--- src/rtl/aes_pkg.sv ---
// Shared AES definitions for the key schedule and the encryption datapath.
//   state_t    : key-expansion FSM states
//   NR, KW     : AES-128 round count and key/round-key width
//   RCON_INIT  : first round constant
//   xtime()    : multiply a byte by x in GF(2^8)
package aes_pkg;

  typedef enum logic [1:0] {
    IDLE,
    EXPAND,
    READY
  } state_t;

  localparam int NR = 10;
  localparam int KW = 128;

  localparam logic [7:0] RCON_INIT = 8'h01;

  // Shift left; reduce by the AES polynomial when the MSB falls off.
  function automatic logic [7:0] xtime(input logic [7:0] b);
    return {b[6:0], 1'b0} ^ (b[7] ? 8'h1b : 8'h00);
  endfunction

endpackage

--- src/rtl/aes_sbox.sv ---
// Combinational AES forward S-box.
//   din  : input byte
//   dout : substituted byte
module aes_sbox (
  input  logic [7:0] din,
  output logic [7:0] dout
);

  localparam logic [7:0] SBOX [256] = '{
    8'h63, 8'h7c, 8'h77, 8'h7b, 8'hf2, 8'h6b, 8'h6f, 8'hc5, 8'h30, 8'h01, 8'h67, 8'h2b, 8'hfe, 8'hd7, 8'hab, 8'h76,
    8'hca, 8'h82, 8'hc9, 8'h7d, 8'hfa, 8'h59, 8'h47, 8'hf0, 8'had, 8'hd4, 8'ha2, 8'haf, 8'h9c, 8'ha4, 8'h72, 8'hc0,
    8'hb7, 8'hfd, 8'h93, 8'h26, 8'h36, 8'h3f, 8'hf7, 8'hcc, 8'h34, 8'ha5, 8'he5, 8'hf1, 8'h71, 8'hd8, 8'h31, 8'h15,
    8'h04, 8'hc7, 8'h23, 8'hc3, 8'h18, 8'h96, 8'h05, 8'h9a, 8'h07, 8'h12, 8'h80, 8'he2, 8'heb, 8'h27, 8'hb2, 8'h75,
    8'h09, 8'h83, 8'h2c, 8'h1a, 8'h1b, 8'h6e, 8'h5a, 8'ha0, 8'h52, 8'h3b, 8'hd6, 8'hb3, 8'h29, 8'he3, 8'h2f, 8'h84,
    8'h53, 8'hd1, 8'h00, 8'hed, 8'h20, 8'hfc, 8'hb1, 8'h5b, 8'h6a, 8'hcb, 8'hbe, 8'h39, 8'h4a, 8'h4c, 8'h58, 8'hcf,
    8'hd0, 8'hef, 8'haa, 8'hfb, 8'h43, 8'h4d, 8'h33, 8'h85, 8'h45, 8'hf9, 8'h02, 8'h7f, 8'h50, 8'h3c, 8'h9f, 8'ha8,
    8'h51, 8'ha3, 8'h40, 8'h8f, 8'h92, 8'h9d, 8'h38, 8'hf5, 8'hbc, 8'hb6, 8'hda, 8'h21, 8'h10, 8'hff, 8'hf3, 8'hd2,
    8'hcd, 8'h0c, 8'h13, 8'hec, 8'h5f, 8'h97, 8'h44, 8'h17, 8'hc4, 8'ha7, 8'h7e, 8'h3d, 8'h64, 8'h5d, 8'h19, 8'h73,
    8'h60, 8'h81, 8'h4f, 8'hdc, 8'h22, 8'h2a, 8'h90, 8'h88, 8'h46, 8'hee, 8'hb8, 8'h14, 8'hde, 8'h5e, 8'h0b, 8'hdb,
    8'he0, 8'h32, 8'h3a, 8'h0a, 8'h49, 8'h06, 8'h24, 8'h5c, 8'hc2, 8'hd3, 8'hac, 8'h62, 8'h91, 8'h95, 8'he4, 8'h79,
    8'he7, 8'hc8, 8'h37, 8'h6d, 8'h8d, 8'hd5, 8'h4e, 8'ha9, 8'h6c, 8'h56, 8'hf4, 8'hea, 8'h65, 8'h7a, 8'hae, 8'h08,
    8'hba, 8'h78, 8'h25, 8'h2e, 8'h1c, 8'ha6, 8'hb4, 8'hc6, 8'he8, 8'hdd, 8'h74, 8'h1f, 8'h4b, 8'hbd, 8'h8b, 8'h8a,
    8'h70, 8'h3e, 8'hb5, 8'h66, 8'h48, 8'h03, 8'hf6, 8'h0e, 8'h61, 8'h35, 8'h57, 8'hb9, 8'h86, 8'hc1, 8'h1d, 8'h9e,
    8'he1, 8'hf8, 8'h98, 8'h11, 8'h69, 8'hd9, 8'h8e, 8'h94, 8'h9b, 8'h1e, 8'h87, 8'he9, 8'hce, 8'h55, 8'h28, 8'hdf,
    8'h8c, 8'ha1, 8'h89, 8'h0d, 8'hbf, 8'he6, 8'h42, 8'h68, 8'h41, 8'h99, 8'h2d, 8'h0f, 8'hb0, 8'h54, 8'hbb, 8'h16
  };

  assign dout = SBOX[din];

endmodule

--- src/rtl/aes_key_expand_seq.sv ---
// Sequential AES-128 key schedule: derives RK0..RK10 one per clock after a
// key is accepted, holds them in an 11x128 register file, and serves them by
// index with a one-cycle registered read.
//   clk, rst   : rising-edge clock, synchronous active-high reset
//   key_valid  : accept key_in on this edge (ignored while expanding)
//   key_in     : cipher key, byte 0 in bits [127:120]
//   busy       : expansion in progress
//   keys_ready : all round keys valid; cleared by the next accepted key
//   rk_idx     : round-key index to read (11..15 read as zero)
//   rk_out     : RK[rk_idx] from the previous edge
module aes_key_expand_seq
  import aes_pkg::*;
(
  input  logic          clk,
  input  logic          rst,
  input  logic          key_valid,
  input  logic [KW-1:0] key_in,
  output logic          busy,
  output logic          keys_ready,
  input  logic [3:0]    rk_idx,
  output logic [KW-1:0] rk_out
);

  state_t        state;
  logic [KW-1:0] w;
  logic [3:0]    round;
  logic [7:0]    rcon;
  logic [KW-1:0] rk [NR+1];

  logic [31:0]   rot_word;
  logic [31:0]   sub_word;
  logic [31:0]   temp;
  logic [KW-1:0] w_next;

  // RotWord: cyclic byte rotate left of the last word.
  assign rot_word = {w[23:0], w[31:24]};

  for (genvar i = 0; i < 4; i++) begin : g_sbox
    aes_sbox u_sbox (
      .din  (rot_word[8*i +: 8]),
      .dout (sub_word[8*i +: 8])
    );
  end

  // Each new word chains off the previously computed one.
  // NOTE: every always_comb output gets a value on every path, so no latch is inferred.
  always_comb begin
    temp           = sub_word ^ {rcon, 24'h0};
    w_next         = '0;
    w_next[127:96] = w[127:96] ^ temp;
    w_next[95:64]  = w[95:64]  ^ w_next[127:96];
    w_next[63:32]  = w[63:32]  ^ w_next[95:64];
    w_next[31:0]   = w[31:0]   ^ w_next[63:32];
  end

  // NOTE: sequential state uses <= so every register samples pre-edge values;
  // this also gives the read port its read-before-write behaviour.
  always_ff @(posedge clk) begin
    if (rst) begin
      state      <= IDLE;
      busy       <= 1'b0;
      keys_ready <= 1'b0;
      rk_out     <= '0;
      w          <= '0;
      round      <= 4'd0;
      rcon       <= RCON_INIT;
      // NOTE: the key file is cleared on reset so stale keys never leak out
      // after an abort; it is small enough to live in flops.
      for (int i = 0; i <= NR; i++) rk[i] <= '0;
    end else begin
      rk_out <= (rk_idx <= 4'(NR)) ? rk[rk_idx] : '0;

      case (state)
        IDLE, READY: begin
          if (key_valid) begin
            rk[0]      <= key_in;
            w          <= key_in;
            round      <= 4'd1;
            rcon       <= RCON_INIT;
            state      <= EXPAND;
            busy       <= 1'b1;
            keys_ready <= 1'b0;
          end
        end
        EXPAND: begin
          rk[round] <= w_next;
          w         <= w_next;
          round     <= round + 4'd1;
          rcon      <= xtime(rcon);
          if (round == 4'(NR)) begin
            state      <= READY;
            busy       <= 1'b0;
            keys_ready <= 1'b1;
          end
        end
        default: begin
          state <= IDLE;
          busy  <= 1'b0;
        end
      endcase
    end
  end

endmodule

--- config.mk ---
export PLATFORM = sky130hd
export DESIGN_NAME = aes_key_expand_seq
export DESIGN_NICKNAME = d
export VERILOG_FILES = /design/src/rtl/aes_pkg.sv /design/src/rtl/aes_sbox.sv /design/src/rtl/aes_key_expand_seq.sv
export SDC_FILE = /design/constraint.sdc
export NUM_CORES = 2
export LEC_CHECK = 0
export CORE_MARGIN = 1.5
export CORE_UTILIZATION = 30
export CTS_CLUSTER_SIZE = 8
export DETAILED_ROUTE_END_ITERATION = 10
export PLACE_DENSITY = 0.57
export SYNTH_ARGS = -nofsm -noshare
export SYNTH_HDL_FRONTEND = slang
export SYNTH_SLANG_ARGS = --single-unit
--- constraint.sdc ---
create_clock -name clk -period 31.6 [get_ports clk]
set_input_delay 6.32 -clock clk [delete_from_list [all_inputs] [get_ports clk]]
set_output_delay 6.32 -clock clk [all_outputs]
set_load 0.03 [all_outputs]
==> qor.yml <==
cp-end-kind: "flip-flop"
core_sq_um: 366000
grt_max_degree: 135
slowest_stage: "buf_4"
yosysTopAreaCellShare_pct: 52.2
seqCellArea_sq_um: 65700
clock_latency_ps: 910
grt_pass1_wl_um: 603000
synth_warnings: 0
numClockSinks: 2320
hold_violations: 0
clockBufferDepth: 4
drt-total-wl_um: 435000
area_growth_pct: 15.7
ant_nets: 0
ys_top_cells_by_area: "edfxtp_1 52%, mux4_2 14%, dfxtp_1 7.2%, nor2_1 4.6%, clkbuf_1 1.7%"
p_per_area_nw_per_um2: 102
place_hpwl_um: 270000
dr.pass1.iters: 11
nFillCells: 35100
violations: "DRC"
crit_fanout: 41
routed-via-count: 77600
gp_congestion: 0.960
die_w_um: 610
cts_tree: "built"
ys_ff_latch: 2320
numPlacedInstances: 12800
cts_max_level: 5
fmax_ghz: 0.0931
final.setup.tns_ps: 0
drt_iter0_drc: 10900
yosys_most_used_dff: "edfxtp_1"
clk_pin_slew_ps: 50
drc: 2
slew_viol_final: 0
min_path_type: "reg2reg"
whs_ps: 455
viasPerCell: 5.79
finalNonFillerCells: 13400
ys_types: 125
drive_gt1_share_pct: 17.3
worstPathCellList: "clkdlybuf4s50_1 > nor2b_1 > nor2_1 > nand2_2 > buf_4 > nand3_1 > inv_1 > o21ai_4 > nand2_4 > buf_4 > buf_4"
cts_buffers: 333
syn_inst: 8267
grt-ovfl-total: 0
cp.required_ps: 32050
cts_resized: 0
start_kind: "input port"
layout_common_cells: "1920 x edfxtp_1, 1356 x nor2_1, 706 x mux4_2"
track_usage_pct: 22.7
start_util_pct: 30.2
ios: 265
fin_crit_ps: 10740
numPortBuffers: 264
utilization_pct: 34.9
die_area_sq_um: 372000
postCtsSetupBuffers: 0
synthesis.area_sq_um: 111000
synth_seq_area_share_pct: 59.4
cap_viol_max_count: 0
cts-root-buf: "clkbuf_16"
final_common_cell: "edfxtp_1"
wl_per_cell_um: 32.4
relSlewSlack_pct: 6.29
tightestPinTransition_ps: 1410
vdd_drop_max_uv: 87.8
status: "complete, but fails checks"
async_reset_ff_share_pct: 0
grt_pass1_vias: 76700
synth_edf_count: 1920
critPathBufInv: 5
die_y_um: 610
critical_path_class: "in2reg"
setup_slack_ps: 20860
antenna_found_initial: 14
setup_violations: 0
p_leak_nw: 43.6
synth.avg_cell_area_sq_um: 13.4
slowest_delay_ps: 810
cp_top_family: "buffers and inverters"
yosysTopAreaCell: "edfxtp_1"
rsz0062_at_grt: "no"
multi_input_area_sq_um: 41200
skew_ps: 105
synth_nets: 8464
arrival_ps: 11190
row_count: 222
dpl_worst_slack_ps: 20050
postCtsHoldBufs: 0
fin_crit_sh_pct: 34.0
layout.nets: 8512
path_common_cell: "buf_4"
==> area by class of cell <==
type,count,area share [%]
Sequential cell,2320,51.4
Multi-Input combinational cell,4988,32.2
Clock buffer,585,7.42
Tap cell,4816,4.71
Timing Repair Buffer,485,3.51
Inverter,187,0.551
Clock inverter,14,0.167
Antenna cell,13,0.0254
==> logic make-up after synthesis <==
kind of cell | share of synthesized area [%]
DFF | 59.4
adders and majority gates | 0.711
muxes | 14.8
buffers and inverters | 3.58
AOI/OAI and AO/OA | 8.37
xor gates and xnor gates | 2.19
and+or+nand+nor | 10.9
==> final timing paths <==
kind	depth (start not counted)	slack, ps	endpoint	startpoint
worst min register to register	2	460	rk[10][122]$_SDFFE_PP0P_	rk[10][122]$_SDFFE_PP0P_
worst max register to register	12	24390	rk[15][50]$_DFFE_PP_	w[8]$_SDFFE_PP0P_
worst min-delay path	2	460	rk[10][122]$_SDFFE_PP0P_	rk[10][122]$_SDFFE_PP0P_
worst max-delay path	11	20860	rk[8][18]$_SDFFCE_PN0P_	key_valid
==> sequential cells by signal, indices dropped and copies added, names as in the netlist <==
signal and count:
busy 1, keys_ready 1, rcon 8, rk 2048
rk_out 128, round 4, state 2, w 128
==> Yosys cell counts, drive strengths merged (30+ instances only) <==
cell,number
dfxtp,400
a311oi,40
nor2,1363
buf,284
nand2b,116
a21oi,282
mux2i,36
mux4,706
a31oi,50
a211oi,84
nor3,96
nor2b,215
o21ai,258
and2,39
a22oi,58
a2bb2oi,31
or3,31
nand3,141
xnor2,113
nor4,34
o211ai,59
o31ai,34
clkbuf,488
nand2,447
xnor3,33
ha,62
xor2,51
o22ai,32
inv,178
edfxtp,1920
or2,30
==> report_power, final <==
part           total (W)  internal, W  leakage (nW)  switching, W
logic            0.00573      0.00167          16.6       0.00406
registers        0.00394      0.00369          22.4      0.000249
clock network    0.00335      0.00202          4.61       0.00133
==> worst register-to-register path, delay by kind of cell, from the launching register on <==
kind,cells,cell delay [ps]
compound gates,3,1000
buf+inv,2,1070
fa+ha+maj,1,760
xor+xnor,2,1670
simple gates,4,2060
flops,1,300
==> stage by stage <==
step                      power [W]  cell area (sq um)
after detailed placement    0.00953             118000
after global routing         0.0133             128000
after floorplan             0.00690             111000
after global placement      0.00952             118000
after CTS                    0.0129             128000
final                        0.0130             128000
==> metal layers <==
metal | up-vias | global-route usage (%) | share of wire, %
met3 | 942 | 4.43 | 9.5
met2 | 5002 | 35.3 | 45
met4 | 10 | 14.5 | 7.3
li1 | 31500 | - | -
met1 | 40200 | 29.0 | 38
met5 | - | 0 | 0.013
Note: power is estimated with default switching activity, not from simulation.
